===== src/rtl/bram_stream_reader.sv =====
// bram_stream_reader
//   Read-side master for the generic bram block. A start command launches a
//   burst of `count` reads from `start_address` (wrapping modulo 2**ADDR_WIDTH).
//   Returned words pass through a small FIFO onto a valid/ready stream with a
//   last flag. The FIFO absorbs the BRAM's two-cycle read latency, so a
//   stalled sink never loses or duplicates a word.
//
// Ports
//   clk, rst            clock, synchronous active-high reset
//   start               command strobe, sampled only while idle
//   start_address       first word address
//   count               words to read, 0..2**ADDR_WIDTH
//   busy                high from accepted start until done
//   done                one-cycle pulse when the burst is fully delivered
//   bram_en             BRAM enable (pipeline advances only while high)
//   bram_read_address   BRAM read address
//   bram_data_out       BRAM read data
//   o_valid/o_ready     stream handshake
//   o_data              stream word
//   o_last              marks the final word of the burst
//   stall_cycles        (BRAM_STREAM_READER_PERF_EN only) cycles with
//                       o_valid && !o_ready since the last start, saturating
//
// Build option
//   BRAM_STREAM_READER_PERF_EN  adds the stall_cycles counter and port.

`timescale 1ns/1ps

module bram_stream_reader #(
    parameter int unsigned DATA_WIDTH      = 32,
    parameter int unsigned ADDR_WIDTH      = 10,
    parameter int unsigned FIFO_DEPTH_LOG2 = 2
) (
    input  logic                  clk,
    input  logic                  rst,
    input  logic                  start,
    input  logic [ADDR_WIDTH-1:0] start_address,
    input  logic [ADDR_WIDTH:0]   count,
    output logic                  busy,
    output logic                  done,
    output logic                  bram_en,
    output logic [ADDR_WIDTH-1:0] bram_read_address,
    input  logic [DATA_WIDTH-1:0] bram_data_out,
    output logic                  o_valid,
    input  logic                  o_ready,
    output logic [DATA_WIDTH-1:0] o_data,
    output logic                  o_last
`ifdef BRAM_STREAM_READER_PERF_EN
    ,
    output logic [15:0]           stall_cycles
`endif
);

    localparam int unsigned FIFO_DEPTH = 1 << FIFO_DEPTH_LOG2;
    localparam int unsigned PTR_W      = (FIFO_DEPTH_LOG2 == 0) ? 1 : FIFO_DEPTH_LOG2;
    localparam int unsigned CNT_W      = FIFO_DEPTH_LOG2 + 1;
    localparam int unsigned SUM_W      = FIFO_DEPTH_LOG2 + 3;
    localparam int unsigned LEN_W      = ADDR_WIDTH + 1;

    typedef enum logic [1:0] {
        S_IDLE  = 2'd0,
        S_READ  = 2'd1,
        S_DRAIN = 2'd2
    } state_t;

    // Control state
    state_t                r_state;
    logic [ADDR_WIDTH-1:0] r_next_addr;
    logic [ADDR_WIDTH-1:0] r_rd_addr;
    logic [LEN_W-1:0]      r_remaining;
    logic                  r_en;
    logic                  r_busy;
    logic                  r_done;

    // Read pipeline tracking: r_iss_* marks the address currently presented,
    // r_tag_*[0] the word inside the BRAM, r_tag_*[1] the word on bram_data_out.
    logic                  r_iss_vld;
    logic                  r_iss_last;
    logic [1:0]            r_tag_vld;
    logic [1:0]            r_tag_last;

    // Output FIFO
    logic [DATA_WIDTH-1:0] r_fifo_data [FIFO_DEPTH];
    logic [FIFO_DEPTH-1:0] r_fifo_last;
    logic [PTR_W-1:0]      r_wr_ptr;
    logic [PTR_W-1:0]      r_rd_ptr;
    logic [CNT_W-1:0]      r_fifo_count;
    logic                  r_o_valid;

    logic                  w_pop;
    logic                  w_push;
    logic                  w_last_pop;
    logic [1:0]            w_inflight;
    logic [SUM_W-1:0]      w_committed;
    logic                  w_issue;
    logic                  w_start_idle;
    logic [CNT_W-1:0]      w_fifo_count_nxt;

    function automatic logic [PTR_W-1:0] ptr_inc(input logic [PTR_W-1:0] p);
        return (p == PTR_W'(FIFO_DEPTH - 1)) ? '0 : p + PTR_W'(1);
    endfunction

    assign w_pop        = r_o_valid & o_ready;
    assign w_push       = r_tag_vld[1];
    assign w_last_pop   = w_pop & r_fifo_last[r_rd_ptr];
    assign w_start_idle = (r_state == S_IDLE) & start;
    assign w_inflight   = 2'(r_iss_vld) + 2'(r_tag_vld[0]) + 2'(r_tag_vld[1]);

    // Every outstanding read must already own a FIFO slot, so the new read is
    // allowed only if the words held (net of this cycle's pop) plus the reads
    // still in the BRAM pipeline leave room for one more.
    assign w_committed = SUM_W'(r_fifo_count) - SUM_W'(w_pop) + SUM_W'(w_inflight);
    assign w_issue     = (r_state == S_READ) && (r_remaining != '0) &&
                         (w_committed < SUM_W'(FIFO_DEPTH));

    assign w_fifo_count_nxt = r_fifo_count + CNT_W'(w_push) - CNT_W'(w_pop);

    // Burst FSM: command acceptance, address issue, completion
    always_ff @(posedge clk) begin
        if (rst) begin
            r_state     <= S_IDLE;
            r_next_addr <= '0;
            r_rd_addr   <= '0;
            r_remaining <= '0;
            r_en        <= 1'b0;
            r_busy      <= 1'b0;
            r_done      <= 1'b0;
            r_iss_vld   <= 1'b0;
            r_iss_last  <= 1'b0;
        end else begin
            r_done <= 1'b0;
            case (r_state)
                S_IDLE: begin
                    r_iss_vld  <= 1'b0;
                    r_iss_last <= 1'b0;
                    if (start) begin
                        if (count == '0) begin
                            r_done <= 1'b1;
                        end else begin
                            // First address goes out directly on acceptance.
                            r_busy      <= 1'b1;
                            r_en        <= 1'b1;
                            r_rd_addr   <= start_address;
                            r_next_addr <= start_address + ADDR_WIDTH'(1);
                            r_remaining <= count - LEN_W'(1);
                            r_iss_vld   <= 1'b1;
                            r_iss_last  <= (count == LEN_W'(1));
                            r_state     <= (count == LEN_W'(1)) ? S_DRAIN : S_READ;
                        end
                    end
                end
                S_READ: begin
                    if (w_issue) begin
                        r_rd_addr   <= r_next_addr;
                        r_next_addr <= r_next_addr + ADDR_WIDTH'(1);
                        r_remaining <= r_remaining - LEN_W'(1);
                        r_iss_vld   <= 1'b1;
                        r_iss_last  <= (r_remaining == LEN_W'(1));
                        if (r_remaining == LEN_W'(1)) begin
                            r_state <= S_DRAIN;
                        end
                    end else begin
                        r_iss_vld  <= 1'b0;
                        r_iss_last <= 1'b0;
                    end
                end
                S_DRAIN: begin
                    r_iss_vld  <= 1'b0;
                    r_iss_last <= 1'b0;
                    // The last word leaving implies pipeline and FIFO are empty.
                    if (w_last_pop) begin
                        r_state <= S_IDLE;
                        r_busy  <= 1'b0;
                        r_en    <= 1'b0;
                        r_done  <= 1'b1;
                    end
                end
                default: begin
                    r_state <= S_IDLE;
                    r_busy  <= 1'b0;
                    r_en    <= 1'b0;
                end
            endcase
        end
    end

    // Tag shift register mirrors the BRAM pipeline, which moves only with en
    always_ff @(posedge clk) begin
        if (rst) begin
            r_tag_vld  <= '0;
            r_tag_last <= '0;
        end else if (r_en) begin
            r_tag_vld  <= {r_tag_vld[0], r_iss_vld};
            r_tag_last <= {r_tag_last[0], r_iss_last};
        end
    end

    // Output FIFO; a pushed word is always stored before it can be popped
    always_ff @(posedge clk) begin
        if (rst) begin
            r_wr_ptr     <= '0;
            r_rd_ptr     <= '0;
            r_fifo_count <= '0;
            r_o_valid    <= 1'b0;
            r_fifo_last  <= '0;
            for (int i = 0; i < int'(FIFO_DEPTH); i++) begin
                r_fifo_data[i] <= '0;
            end
        end else begin
            if (w_push) begin
                r_fifo_data[r_wr_ptr] <= bram_data_out;
                r_fifo_last[r_wr_ptr] <= r_tag_last[1];
                r_wr_ptr              <= ptr_inc(r_wr_ptr);
            end
            if (w_pop) begin
                r_rd_ptr <= ptr_inc(r_rd_ptr);
            end
            r_fifo_count <= w_fifo_count_nxt;
            r_o_valid    <= (w_fifo_count_nxt != '0);
        end
    end

`ifdef BRAM_STREAM_READER_PERF_EN
    logic [15:0] r_stall_cycles;

    // Backpressure counter, saturating
    always_ff @(posedge clk) begin
        if (rst) begin
            r_stall_cycles <= '0;
        end else if (w_start_idle) begin
            r_stall_cycles <= '0;
        end else if (r_o_valid && !o_ready && (r_stall_cycles != 16'hFFFF)) begin
            r_stall_cycles <= r_stall_cycles + 16'd1;
        end
    end

    assign stall_cycles = r_stall_cycles;
`else
    logic w_unused_start_idle;
    assign w_unused_start_idle = w_start_idle;
`endif

    assign busy              = r_busy;
    assign done              = r_done;
    assign bram_en           = r_en;
    assign bram_read_address = r_rd_addr;
    assign o_valid           = r_o_valid;
    assign o_data            = r_fifo_data[r_rd_ptr];
    assign o_last            = r_fifo_last[r_rd_ptr] & r_o_valid;

endmodule


===== config.mk =====
export PLATFORM = sky130hd
export DESIGN_NAME = bram_stream_reader
export DESIGN_NICKNAME = d
export VERILOG_FILES = /design/src/rtl/bram_stream_reader.sv
export SDC_FILE = /design/constraint.sdc
export NUM_CORES = 1
export LEC_CHECK = 0
export ABC_AREA = 1
export CAP_MARGIN = 30
export CORE_MARGIN = 5
export CORE_UTILIZATION = 45
export DETAILED_ROUTE_END_ITERATION = 10
export DONT_BUFFER_PORTS = 1
export PLACE_DENSITY = 0.6
export REMOVE_ABC_BUFFERS = 1
export SETUP_SLACK_MARGIN = 0.15
export SLEW_MARGIN = 0
export SYNTH_ARGS = -nofsm -noshare
export SYNTH_HDL_FRONTEND = slang
export SYNTH_SLANG_ARGS = --single-unit

===== constraint.sdc =====
create_clock -name clk -period 4.1 [get_ports clk]
set_input_delay 0.41 -clock clk [delete_from_list [all_inputs] [get_ports clk]]
set_output_delay 0.41 -clock clk [all_outputs]
set_load 0.01 [all_outputs]

; ---- After elaboration in Yosys (flattened, before gate mapping)
; Memory sizes are Yosys's and may differ from the RTL's. A register that Yosys moved wholly into a read port is not among the register bits.
; Index checks and enable logic that the tools add are counted.
[totals]
n_memories = 1
reg_bits = 53
out_inout_bits = 47
ram_bits = 128
input_bits = 57
word_cells = 112
[mem_list]
columns = name, words, word_bits, read_ports, rd_ports_with_merged_regs, wr, line
row1 = r_fifo_data, 4, 32, 1, 1, 4, 83  ; logic [DATA_WIDTH-1:0] r_fifo_data [FIFO_DEPTH];
[op_classes]
n_mux = 52
bitwise_logic = 4
n_lt_le_gt_ge = 4
n_addsub = 12
reduce_logical = 13
eq_ne = 11
[ops]
columns = cell, n
row1 = $mux 10, 6
row2 = $pmux 10 s2, 2
row3 = $mux 11, 3
row4 = $mux 32, 1
row5 = $reduce_or 32->1, 1
row6 = $eq 11x1->1 const B, 2
row7 = $mux 2, 11
row8 = $pmux 11 s2, 1
row9 = $sub 11x1->11 const B, 2
row10 = $add 10x1->10 const B, 2
row11 = $mux 1, 20
row12 = $logic_not 11->1, 1
row13 = $reduce_bool 11->1, 1
row14 = $pmux 1 s3, 3
row15 = $ne 2x2->1 const B, 4
row16 = $reduce_and 4->1, 2
row17 = $eq 2x2->1 const B, 3
row18 = $lt 2x3->1 const B, 2
row19 = $pmux 2 s3, 1
row20 = $reduce_bool 3->1, 2
row21 = $add 4x3->5, 1
row22 = $lt 5x3->1 const B, 1
row23 = $reduce_and 5->1, 1
row24 = $add 2x1->2 const B, 2
row25 = other kinds (17), 21

; ---- Longest topological paths before layout
; Gate-level depths: netlist of run 1.
[logic_depth]
ltp_word = 7
depth_mapped = 18
depth_no_buf = 17

; ---- Least setup slack after synthesis of run 1
; Ideal clock, no wire load.
[synth_path]
path_type = input -> register
from = input rst
to = memory r_fifo_data[3][0], enable pin
path_slack_ps = 569
cell_stages = 5
arrival_time_ps = 3069
path_buffers = 1
t_required_ps = 3639
setup_time_ps = 461
path_cell_list = buf_2 nor2_1 clkinv_1 nor2_1 nor3_1
[synth_rtl]
columns = element, line
row1 = from (decl), 35  ; input logic rst,
row2 = to (decl), 83

; ---- Final worst setup path of run 1
[layout_path]
from = register r_o_valid (netlist: o_valid)
to = register r_rd_addr[5] (netlist: bram_read_address[5])
[layout_between]
elab_chain_len = 7
[layout_rtl]
columns = element, line
row1 = from (decl), 88  ; logic r_o_valid;
row2 = from (signal assigned), 219  ; r_o_valid <= (w_fifo_count_nxt != '0);
row3 = $and 1x1->1, 103  ; assign w_pop = r_o_valid & o_ready;
row4 = $sub 3x1->4, 112  ; assign w_committed = SUM_W'(r_fifo_count) - SUM_W'(w_pop) + SUM_W'(w_inflight);
row5 = $add 4x3->5, 112
row6 = $lt 5x3->1, 114  ; (w_committed < SUM_W'(FIFO_DEPTH));
row7 = $logic_and 1x1->1, 113  ; assign w_issue = (r_state == S_READ) && (r_remaining != '0) &&
row8 = $ne 2x2->1 (no line), n/a
row9 = $reduce_and 4->1 (no line), n/a
row10 = to (signal assigned), 143  ; r_rd_addr <= start_address;
row11 = to (signal assigned), 154  ; r_rd_addr <= r_next_addr;
row12 = to (decl), 69  ; logic [ADDR_WIDTH-1:0] r_rd_addr;
; No other way between the ends.
; A chain may end at the register's enable or synchronous reset.

==> results of run 1 <==
cell type report:
type	instances	area share [%]
Sequential cell	183	50.41
Inverter	101	3.915
Clock inverter	15	1.658
Timing Repair Buffer	14	1.275
Clock buffer	17	4.336
Multi-Input combinational cell	678	35.02
Tap cell	265	3.380
report_power, final:
group | internal (mW) | switching, mW | total, mW
registers | 2.42 | 0.200 | 2.62
logic | 0.708 | 1.53 | 2.23
clock network | 0.867 | 0.756 | 1.62
total | 3.99 | 2.48 | 6.47
routing by layer:
layer | GRT usage [%] | wire (µm)
met1 | 21.92 | 9005
met2 | 31.05 | 10180
met3 | 4.232 | 1024
met4 | 4.152 | 146
met5 | 0 | 0
critical path: cells and delay by family, from the launching register on:
family | cells | cell delay [ns]
adder cells (fa/ha/maj) | 2 | 0.56
buffers and inverters | 3 | 0.28
flip-flops | 1 | 0.45
AND/OR/NAND/NOR | 12 | 1.51
Yosys cell counts, types with 2 or more instances:
| master | number |
|---|---|
| o22ai_1 | 33 |
| nand3b_1 | 11 |
| nand3_1 | 20 |
| or2_2 | 2 |
| buf_2 | 5 |
| clkbuf_1 | 31 |
| nor2_1 | 286 |
| o21ai_2 | 2 |
| nor2_4 | 6 |
| xor2_1 | 11 |
| nand2_2 | 8 |
| a21oi_1 | 17 |
| o21a_1 | 2 |
| edfxtp_1 | 128 |
| ha_1 | 19 |
| o21ai_0 | 93 |
| nor2_2 | 4 |
| inv_1 | 93 |
| nand4_1 | 7 |
| inv_2 | 4 |
| buf_1 | 4 |
| fa_1 | 2 |
| a21oi_2 | 3 |
| xnor2_1 | 2 |
| nand3_2 | 18 |
| nand2_4 | 4 |
| o21ai_1 | 2 |
| nand2_1 | 112 |
| clkinv_1 | 2 |
| dfxtp_1 | 55 |
| nor3_1 | 4 |
| a31oi_1 | 2 |
| inv_4 | 2 |
| buf_6 | 8 |
per-stage QoR:
| stage | cells | area, µm² | setup slack [ns] |
|---|---|---|---|
| 6_report | 1273 | 9811 | 1.199 |
| 5_1_grt | 1273 | 9811 | 0.8524 |
| 4_1_cts | 1273 | 9811 | 1.153 |
| 3_5_place_dp | 1241 | 9223 | 1.187 |
| 3_3_place_gp | 1240 | 9195 | 1.240 |
| 2_1_floorplan | 962 | 8760 | 0.3979 |
worst max path at each step:
stage	startpoint	endpoint	slack, ns
final	o_valid$_SDFF_PP0_	bram_read_address[5]$_SDFFE_PP0P_	1.20
after global routing	o_valid$_SDFF_PP0_	bram_read_address[8]$_SDFFE_PP0P_	0.85
after CTS	o_valid$_SDFF_PP0_	bram_read_address[5]$_SDFFE_PP0P_	1.15
after detailed placement	o_valid$_SDFF_PP0_	bram_read_address[5]$_SDFFE_PP0P_	1.19
after global placement	o_valid$_SDFF_PP0_	r_remaining[7]$_SDFFE_PP0P_	1.24
after floorplan	r_tag_vld[1]$_SDFFE_PP0P_	r_fifo_data[3][0]$_DFFE_PP_	0.40
sequential cells by signal, summed over array words and instances, names as in the netlist, named ones only:
signal	count
r_fifo_last	4
r_tag_last	2
done	1
r_next_addr	10
bram_read_address	10
r_wr_ptr	2
r_fifo_count	3
r_tag_vld	2
busy	1
r_remaining	11
r_iss_last	1
r_rd_ptr	2
r_fifo_data	128
o_valid	1
r_iss_vld	1
r_state	2
kinds of logic after synthesis:
family | share of synthesized area (%)
buf+inv | 7.439
xor+xnor | 1.258
compound gates | 9.776
flops | 54.65
fa+ha+maj | 3.070
simple gates | 23.81
==> metrics, run 1 <==
area grow syn2layout 8.421%; syn avg cell area 8.933 µm²; drt initial violations 443; CP Capture Type flip-flop; max-cap violation count 0; via/cell ratio 5.051; overall routing resource usage 17.61%; worst hold endpoint r_next_addr[0]$_SDFFE_PP0P_; Cell Pwr Density 659.7 nW/µm²; CTS root buffer clkbuf_16; most frequent cells in the layout 286 x nor2_1, 128 x edfxtp_1, 112 x nand2_1; WL per Instance 15.99 µm; final clock skew 0.01298 ns; crit path max fanout 29; Setup TNS 0 ns; Worst R2R Path Depth 17; DRT Pass-1 Iters 4; vias in the first global route 6484; final hold slack 0.04132 ns; drt drc 0; Crit path required time 4.42 ns; CTS Hold Bufs 0; ys flop type edfxtp_1; die area 23040 µm²; Longest Clk Path Bufs 2; Static Leak 4.142 nW; IO buf count 0; post-synth top area share 42.48%; Vias 6430; EDFF count, synth 128; IO Pins 104; hold path start rst; Warnings, synthesis 0; RR Endpoint bram_read_address[5]$_SDFFE_PP0P_; Worst Path Class, Setup flip-flop to flip-flop; Num CTS Buffers 17; Post-Route WL 20.36 mm; final RePlAce weighted congestion 0.7745; post-DP HPWL 12.58 mm; Rel. slew slack 54.34%; Initial Util 46.04%; CP max-delay cell dfxtp_1; num rows 51; R2R Setup Slk 1.20 ns; Yosys cell types 45; worst-skew pair later-pin latency 0.42 ns; Layout Utilization 49.92%; largest net degree at the start of global routing 65; first-pass GRT wire length 33.20 mm; RSZ-0062 raised after global routing no; commonest non-fill, non-tap cell in the layout nor2_1; GR Overflow Total 0; post-route total power 6.472 mW; final period utilization 70.75%; max-slew violations 0; min Tclk post-route 2.901 ns; outcome completed; Layout fillers 1960; VDD IR-drop max 0.5077 mV; H-tree levels 4; Async SR Flop Fraction 0%; CTS tree done; Achievable Freq 0.3447 GHz; Final Hold Viols 0; dominant cells by area after synthesis edfxtp_1 42%, dfxtp_1 12%, nor2_1 12%, o21ai_0 5.1%, nand2_1 4.6%; Setup-failing EPs final 0; FF+latch count, synth 183; Synth Instances 1013; n_diodes 0; CP max stage delay 0.45 ns; # resized after CTS 0; Startpoint Class flip-flop; multi-input combinational cell area 3436 µm²; NumNets Final 1073; core footprint 19650 µm²; Die H 151.8 µm; # clock sinks 183; layout cells sized above 1 10.32%; initial antenna violation count 0; post-synthesis sequential area ratio 54.65%; dominant cell type by area after synthesis edfxtp_1; Post-Syn Area 9049 µm²; R2R Path Start o_valid$_SDFF_PP0_; post-route antenna net violation count 0; critical path cell sequence nand2_2, nor2_1, inv_1, ha_1, ha_1, nand2_1, inv_1, nand3_2, nand2_1, nand2_1, nand3_2, nor2_4, nand2_4, nand2_4, inv_4, nor2_1, nor2_1; worst path arrival time 3.22 ns; Worst Tran Pin Value 0.6849 ns; Post-CTS Setup Bufs 0; cell count of the worst hold path 1; Reg area 4946 µm²; Hold WC Path Type input pin to flip-flop; Die Wd 151.8 µm; clk slew on worst S/H paths 0.07 ns
No activity file was read; power rests on OpenSTA's default activity.
==> run 2: changes to the inputs <==
--- a/config.mk
+++ b/config.mk
@@ -11,7 +11,7 @@
 export CORE_UTILIZATION = 45
 export DETAILED_ROUTE_END_ITERATION = 10
 export DONT_BUFFER_PORTS = 1
-export PLACE_DENSITY = 0.6
+export PLACE_DENSITY = 0.62
 export REMOVE_ABC_BUFFERS = 1
 export SETUP_SLACK_MARGIN = 0.15
 export SLEW_MARGIN = 0
==> constraint.sdc (replaced) <==
create_clock -name clk -period 2.43 [get_ports clk]
set_input_delay 0.243 -clock clk [delete_from_list [all_inputs] [get_ports clk]]
set_output_delay 0.243 -clock clk [all_outputs]
set_load 0.01 [all_outputs]
==> run 2 against run 1 <==
Clock power increased by 65%. Sequential share of layout area decreased by 1.8 points. Sequential power increased by 69%. Total power increased by 75%. Via count increased by 4.9%. Critical path depth unchanged. Clock skew decreased by 0.0020 ns. Maximum frequency increased by 31%. Non-clock buffer count increased by 20.
==> metrics, run 2 (same netlist as run 1, synthesis figures left out) <==
outcome completed; max-cap violation count 0 (unchanged); Rel. slew slack 66.91% (+13 points); CTS tree done; drt initial violations 489 (+10%); area grow syn2layout 12.45%; CP Launch Point o_valid$_SDFF_PP0_; Longest Clk Path Bufs 2 (unchanged); Static Leak 4.262 nW (+2.9%); R2R Path Start o_valid$_SDFF_PP0_; Layout fillers 1865 (-4.8%); clk slew on worst S/H paths 0.07 ns (about the same); Hold WC Path Type input pin to flip-flop; final clock skew 0.01097 ns (-0.002012 ns); Largest register FFs 128 (unchanged); Post-Route WL 21.29 mm (+4.6%); Worst Tran Pin Value 0.4963 ns (-0.1886 ns); commonest non-fill, non-tap cell in the layout nor2_1; worst hold endpoint r_wr_ptr[1]$_SDFFE_PP0P_; final period utilization 91.35% (+21 points); Layout Utilization 51.77% (+1.9 points); largest register by flop count r_fifo_data; placed cells 1253 (+0.97%); CTS root buffer clkbuf_16; num rows 51 (unchanged); CP max stage delay 0.33 ns (-0.12 ns); WL per Instance 16.46 µm (+3.0%); overall routing resource usage 18.15% (+0.54 points); Vias 6746 (+4.9%); Crit path required time 2.76 ns (-1.66 ns); Final Hold Viols 0 (unchanged); DRT Pass-1 Iters 5 (+1); WP buf/inv 3 (unchanged); critical path cell sequence nand2_2, nor2_4, inv_2, ha_4, ha_4, nand2_2, inv_2, nand3_2, nand2_2, nand2_2, nand3_2, nor2_4, nand2_8, nand2_8, inv_12, nor2_2, nor2_1; largest net degree at the start of global routing 65 (unchanged); max-slew violations 0 (unchanged); Startpoint Class flip-flop; post-route antenna net violation count 0 (unchanged); Worst Path Class, Setup flip-flop to flip-flop; final RePlAce weighted congestion 0.7562 (-2.4%); Setup-failing EPs final 0 (unchanged); RSZ-0062 raised after global routing yes; CP Capture Type flip-flop; Final Instance Count excl. Fillers 1293 (+1.6%); worst path arrival time 2.54 ns (-0.68 ns); H-tree levels 4 (unchanged); Reg power frac 39.0% (-1.4 points); Num CTS Buffers 17 (unchanged); cell count of the worst hold path 3 (+2); min Tclk post-route 2.220 ns (-0.6810 ns); # clock sinks 183 (unchanged); initial antenna violation count 1 (+1); worst-skew pair later-pin latency 0.43 ns (about the same); drt drc 0 (unchanged); post-route setup slack 0.2103 ns (-0.9890 ns); most frequent cells in the layout 268 x nor2_1, 128 x edfxtp_1, 108 x nand2_1; post-DP HPWL 12.71 mm (+1.1%); via/cell ratio 5.217 (+3.3%); switching power 4.438 mW (+79%); Largest regs r_fifo_data x128, r_remaining x11; Die H 151.8 µm (unchanged); placed instance area 9343 µm² (+1.3%); core footprint 19650 µm² (unchanged); n_diodes 0 (unchanged); NumNets Final 1093 (+1.9%); R2R Setup Slk 0.21 ns (-0.99 ns); CP max-delay cell dfxtp_2; IO Pins 104 (unchanged); clock power share 23.6% (-1.5 points); final hold slack 0.04315 ns (+0.001836 ns); IO buf count 0 (unchanged); VDD IR-drop max 0.7796 mV (+54%); Worst R2R Path Depth 17 (unchanged); sw frac 39.12% (+0.79 points); first-pass GRT wire length 34.27 mm (+3.2%); delay-heaviest family, CP simple AND/OR/NAND/NOR gates; hold path start rst; Die Wd 151.8 µm (unchanged); vias in the first global route 6573 (+1.4%); fraction of power consumed by combinational cells 37.5% (+3.0 points); Cell Pwr Density 1115 nW/µm² (+69%); Pint 6.908 mW (+73%); GR Overflow Total 0 (unchanged); layout cells sized above 1 14.79% (+4.5 points); RR Endpoint r_next_addr[9]$_SDFFE_PP0P_; crit path max fanout 25 (-14%); CP most frequent cell nand2_2; die area 23040 µm² (unchanged); Post-Place Worst Slack 0.1819 ns (-1.005 ns); post-route cell area 10170 µm² (+3.7%); Initial Util 46.04% (unchanged); Achievable Freq 0.4505 GHz (+31%)
-- run 2: changes by cell type in the layout (fill, tap and decap cells not counted), moves of 3 or more --
cell / change
nor2_1: -18
nor2_2: +17
buf_4: +8
buf_12: +6
ha_1: -4
nand2_1: -4
nand2_2: +4
buf_6: +3
dfxtp_1: -3
dfxtp_2: +3
-- run 2: timing repair --
item,4_1_cts,5_1_grt
gates resized for setup,1,48
buffers inserted,0,4
pin swaps,0,16
gates cloned,0,2
hold endpoints to repair,8,0
hold buffers,2,0
endpoints found under the setup margin,2,32
-- run 2: worst register-to-register path, cell delays in order, from the launching register on --
cell     delay, ns
dfxtp_2       0.33
nand2_2       0.07
nor2_4        0.12
inv_2         0.06
ha_4          0.27
ha_4          0.19
nand2_2       0.06
inv_2         0.03
nand3_2       0.06
nand2_2       0.05
nand2_2       0.08
nand3_2       0.08
nor2_4        0.19
nand2_8       0.12
nand2_8       0.16
inv_12        0.09
nor2_2        0.12
nor2_1        0.04
-- run 2: metal layers --
| metal | routed length (µm) | global-route usage [%] | vias up |
|---|---|---|---|
| met5 | 13 | 0 | - |
| met4 | 221 | 4.795 | 2 |
| met3 | 1173 | 4.232 | 22 |
| met2 | 10350 | 30.46 | 161 |
| met1 | 9528 | 23.77 | 3224 |
| li1 | - | - | 3337 |
-- run 2: power groups by stage --
stage	combinational [mW]	sequential, mW	clock [mW]
2_1_floorplan	2.84	4.47	0
3_3_place_gp	3.88	4.47	0
3_5_place_dp	3.91	4.48	0
4_1_cts	3.95	4.41	2.74
5_1_grt	4.79	4.51	2.86
6_report	4.25	4.42	2.67
-- run 2: per-stage QoR --
stage | power, mW | setup TNS [ns]
after floorplan | 7.307 | -142.45
after global placement | 8.346 | 0
after detailed placement | 8.392 | 0
after CTS | 11.10 | 0
after global routing | 12.16 | 0
final | 11.35 | 0
-- run 2: cell type report --
cell class	instances	area, µm²	area share [%]
clock buffers	19	432.9	4.255
clock inverters	13	132.6	1.303
inverters	101	394.1	3.874
multi-input cells	678	3552	34.91
flip-flops and latches	183	4950	48.65
well taps	265	331.6	3.259
repair buffers	34	381.6	3.751
-- run 2: worst max path at each step --
stage	slack [ns]	to	cells after the start
after floorplan	-1.27	r_fifo_data[3][0]$_DFFE_PP_	5
after CTS	0.16	r_remaining[6]$_SDFFE_PP0P_	17
after global routing	0.06	bram_read_address[6]$_SDFFE_PP0P_	17
final	0.21	r_next_addr[9]$_SDFFE_PP0P_	17
after global placement	0.23	r_next_addr[9]$_SDFFE_PP0P_	17
after detailed placement	0.18	bram_read_address[4]$_SDFFE_PP0P_	17
==> run 3: changes to the inputs <==
--- a/config.mk
+++ b/config.mk
@@ -6,12 +6,14 @@
 export NUM_CORES = 1
 export LEC_CHECK = 0
 export ABC_AREA = 1
+export ABC_CLOCK_PERIOD_IN_PS = 2560
 export CAP_MARGIN = 30
 export CORE_MARGIN = 5
 export CORE_UTILIZATION = 45
 export DETAILED_ROUTE_END_ITERATION = 10
 export DONT_BUFFER_PORTS = 1
-export PLACE_DENSITY = 0.62
+export HOLD_SLACK_MARGIN = 0.05
+export PLACE_DENSITY = 0.6
 export REMOVE_ABC_BUFFERS = 1
 export SETUP_SLACK_MARGIN = 0.15
 export SLEW_MARGIN = 0
==> constraint.sdc (replaced) <==
create_clock -name clk -period 2.56 [get_ports clk]
set_input_delay 0.256 -clock clk [delete_from_list [all_inputs] [get_ports clk]]
set_output_delay 0.256 -clock clk [all_outputs]
set_load 0.01 [all_outputs]
==> run 3 against run 2 <==
Non-clock buffer count up 3. Total power down 5.8%. Combinational power is 8.9% lower. Register-to-register slack better by 0.12 ns. Global-route usage barely moved. Flip-flop and latch count is the same. First-iteration DRC count down 33%. Die area unchanged. Routed wire length shrank 0.29%. Clock power down 2%. Clock skew decreased by 0.0019 ns. Worst hold slack improved by 0.038 ns. Critical endpoint is now bram_read_address[2]$_SDFFE_PP0P_. Largest cell class unchanged. Largest power group unchanged.
==> metrics, run 3 (same netlist as run 1, synthesis figures left out) <==
final period utilization 86.92% (-4.4 points); WL per Instance 16.38 µm (-0.52%); fraction of power consumed by combinational cells 36.2% (-1.3 points); initial antenna violation count 1 (unchanged); H-tree levels 4 (unchanged); Largest regs r_fifo_data x128, r_remaining x11; num rows 51 (unchanged); Vias 6640 (-1.6%); die area 23040 µm² (unchanged); Hold WC Path Type input pin to flip-flop; Longest Clk Path Bufs 2 (unchanged); min Tclk post-route 2.225 ns (+0.005365 ns); Die H 151.8 µm (unchanged); crit path max fanout 8 (-68%); Layout fillers 1921 (+3.0%); critical path cell sequence fa_1, ha_1, nand2_1, inv_1, nand3_2, nand2_2, nand2_2, nand3_2, nor2_4, nand2_4, buf_12, nand3b_1, nand2_1, nor2_1; clk slew on worst S/H paths 0.08 ns (about the same); outcome completed; post-DP HPWL 13.10 mm (+3.0%); CTS root buffer clkbuf_16; clock power share 24.4% (+0.8 points); overall routing resource usage 18.15% (about the same); Static Leak 4.290 nW (+0.64%); sw frac 38.38% (-0.74 points); CP Capture Type flip-flop; worst-skew pair later-pin latency 0.43 ns (about the same); GR Overflow Total 0 (unchanged); core footprint 19650 µm² (unchanged); largest net degree at the start of global routing 65 (unchanged); CTS tree done; Layout Utilization 51.38% (-0.39 points); VDD IR-drop max 0.6773 mV (-13%); drt initial violations 330 (-33%); Initial Util 46.04% (unchanged); Largest register FFs 128 (unchanged); Reg power frac 39.4% (+0.4 points); most frequent cells in the layout 284 x nor2_1, 128 x edfxtp_1, 110 x nand2_1; post-route antenna net violation count 0 (unchanged); Worst Tran Pin Value 0.6654 ns (+0.1691 ns); Crit path required time 2.93 ns (+0.17 ns); Rel. slew slack 55.64% (-11 points); NumNets Final 1097 (+0.37%); Pint 6.586 mW (-4.7%); Setup-failing EPs final 0 (unchanged); commonest non-fill, non-tap cell in the layout nor2_1; Cell Pwr Density 1058 nW/µm² (-5.1%); Die Wd 151.8 µm (unchanged); area grow syn2layout 11.60%; largest register by flop count r_fifo_data; Final Hold Viols 0 (unchanged); final RePlAce weighted congestion 0.8315 (+10%); switching power 4.102 mW (-7.6%); layout cells sized above 1 12.42% (-2.4 points); max-cap violation count 0 (unchanged); DRT Pass-1 Iters 5 (unchanged); # clock sinks 183 (unchanged); RSZ-0062 raised after global routing no; vias in the first global route 6514 (-0.90%); worst path arrival time 2.59 ns (+0.05 ns); first-pass GRT wire length 34.20 mm (-0.20%); IO buf count 0 (unchanged); max-slew violations 0 (unchanged); Post-Route WL 21.23 mm (-0.29%); final clock skew 0.009081 ns (-0.001887 ns); via/cell ratio 5.123 (-1.8%); drt drc 0 (unchanged); CP max-delay cell dfxtp_1; post-route total power 10.69 mW (-5.8%); Worst Path Class, Setup flip-flop to flip-flop; Num CTS Buffers 17 (unchanged); delay-heaviest family, CP simple AND/OR/NAND/NOR gates; Startpoint Class flip-flop; WP buf/inv 2 (-1); IO Pins 104 (unchanged); n_diodes 0 (unchanged); Achievable Freq 0.4494 GHz (-0.24%); CP max stage delay 0.40 ns (+0.07 ns)
[run 3: cell count changes in the layout (fill, tap and decap cells not counted), moves of 3 or more]
cell	delta
nand2_2	-3
dlygate4sd3_1	+4
buf_4	+5
nor2_2	-16
nand2_4	+3
buf_12	-3
ha_1	+3
nor2_1	+16
[run 3: area by class of cell]
type                       count  area, µm²  area share, %
sequential                   183       4947          48.99
tap                          265      331.6          3.283
multi-input combinational    679       3495          34.61
clock inverter                14      153.9          1.524
inverter                     101      394.1          3.903
timing repair buffer          37      351.6          3.482
clock buffer                  17      425.4          4.213
[run 3: power groups by stage]
stage / Combinational (mW) / Sequential [mW] / Clock (mW)
after floorplan: 2.69 / 4.24 / 0
after global placement: 3.66 / 4.26 / 0
after detailed placement: 3.69 / 4.27 / 0
after CTS: 3.78 / 4.21 / 2.66
after global routing: 4.36 / 4.29 / 2.78
final: 3.87 / 4.21 / 2.61
[run 3: stage by stage]
stage               setup slack [ns]  std cells  hold WS [ns]  setup TNS [ns]  instance area [µm²]
detailed placement            0.1891       1252        0.3218               0                 9310
CTS                           0.1806       1289       0.05020               0                 9950
floorplan                     -1.142        962        0.3184         -119.06                 8760
global route                  0.1703       1296       0.06494               0                10100
finish                        0.3349       1296       0.08122               0                10100
global placement              0.2671       1252        0.3211               0                 9310
[run 3: final timing paths]
check	startpoint	endpoint	slack [ns]	depth (start not counted)
max	r_tag_vld[1]$_SDFFE_PP0P_	bram_read_address[2]$_SDFFE_PP0P_	0.33	14
min	bram_data_out[27]	r_fifo_data[1][27]$_SDFFCE_PN0P_	0.08	2
max reg2reg	r_tag_vld[1]$_SDFFE_PP0P_	bram_read_address[2]$_SDFFE_PP0P_	0.33	14
min reg2reg	r_fifo_last[2]$_SDFFE_PP0P_	r_fifo_last[2]$_SDFFE_PP0P_	0.46	2
[run 3: timing repair]
| item | in CTS | in global routing |
|---|---|---|
| resized for setup | 0 | 19 |
| hold buffers | 6 | 0 |
| setup buffers | 0 | 5 |
| setup endpoints to repair | 0 | 55 |
| endpoints found under the hold margin | 9 | 0 |
[run 3: metal layers]
metal	up-vias	track usage [%]	share of wire, %
met4	2	3.253	0.73
met3	14	4.970	5.3
li1	3338	-	-
met5	-	0	0.061
met2	126	31.60	50
met1	3160	22.97	44
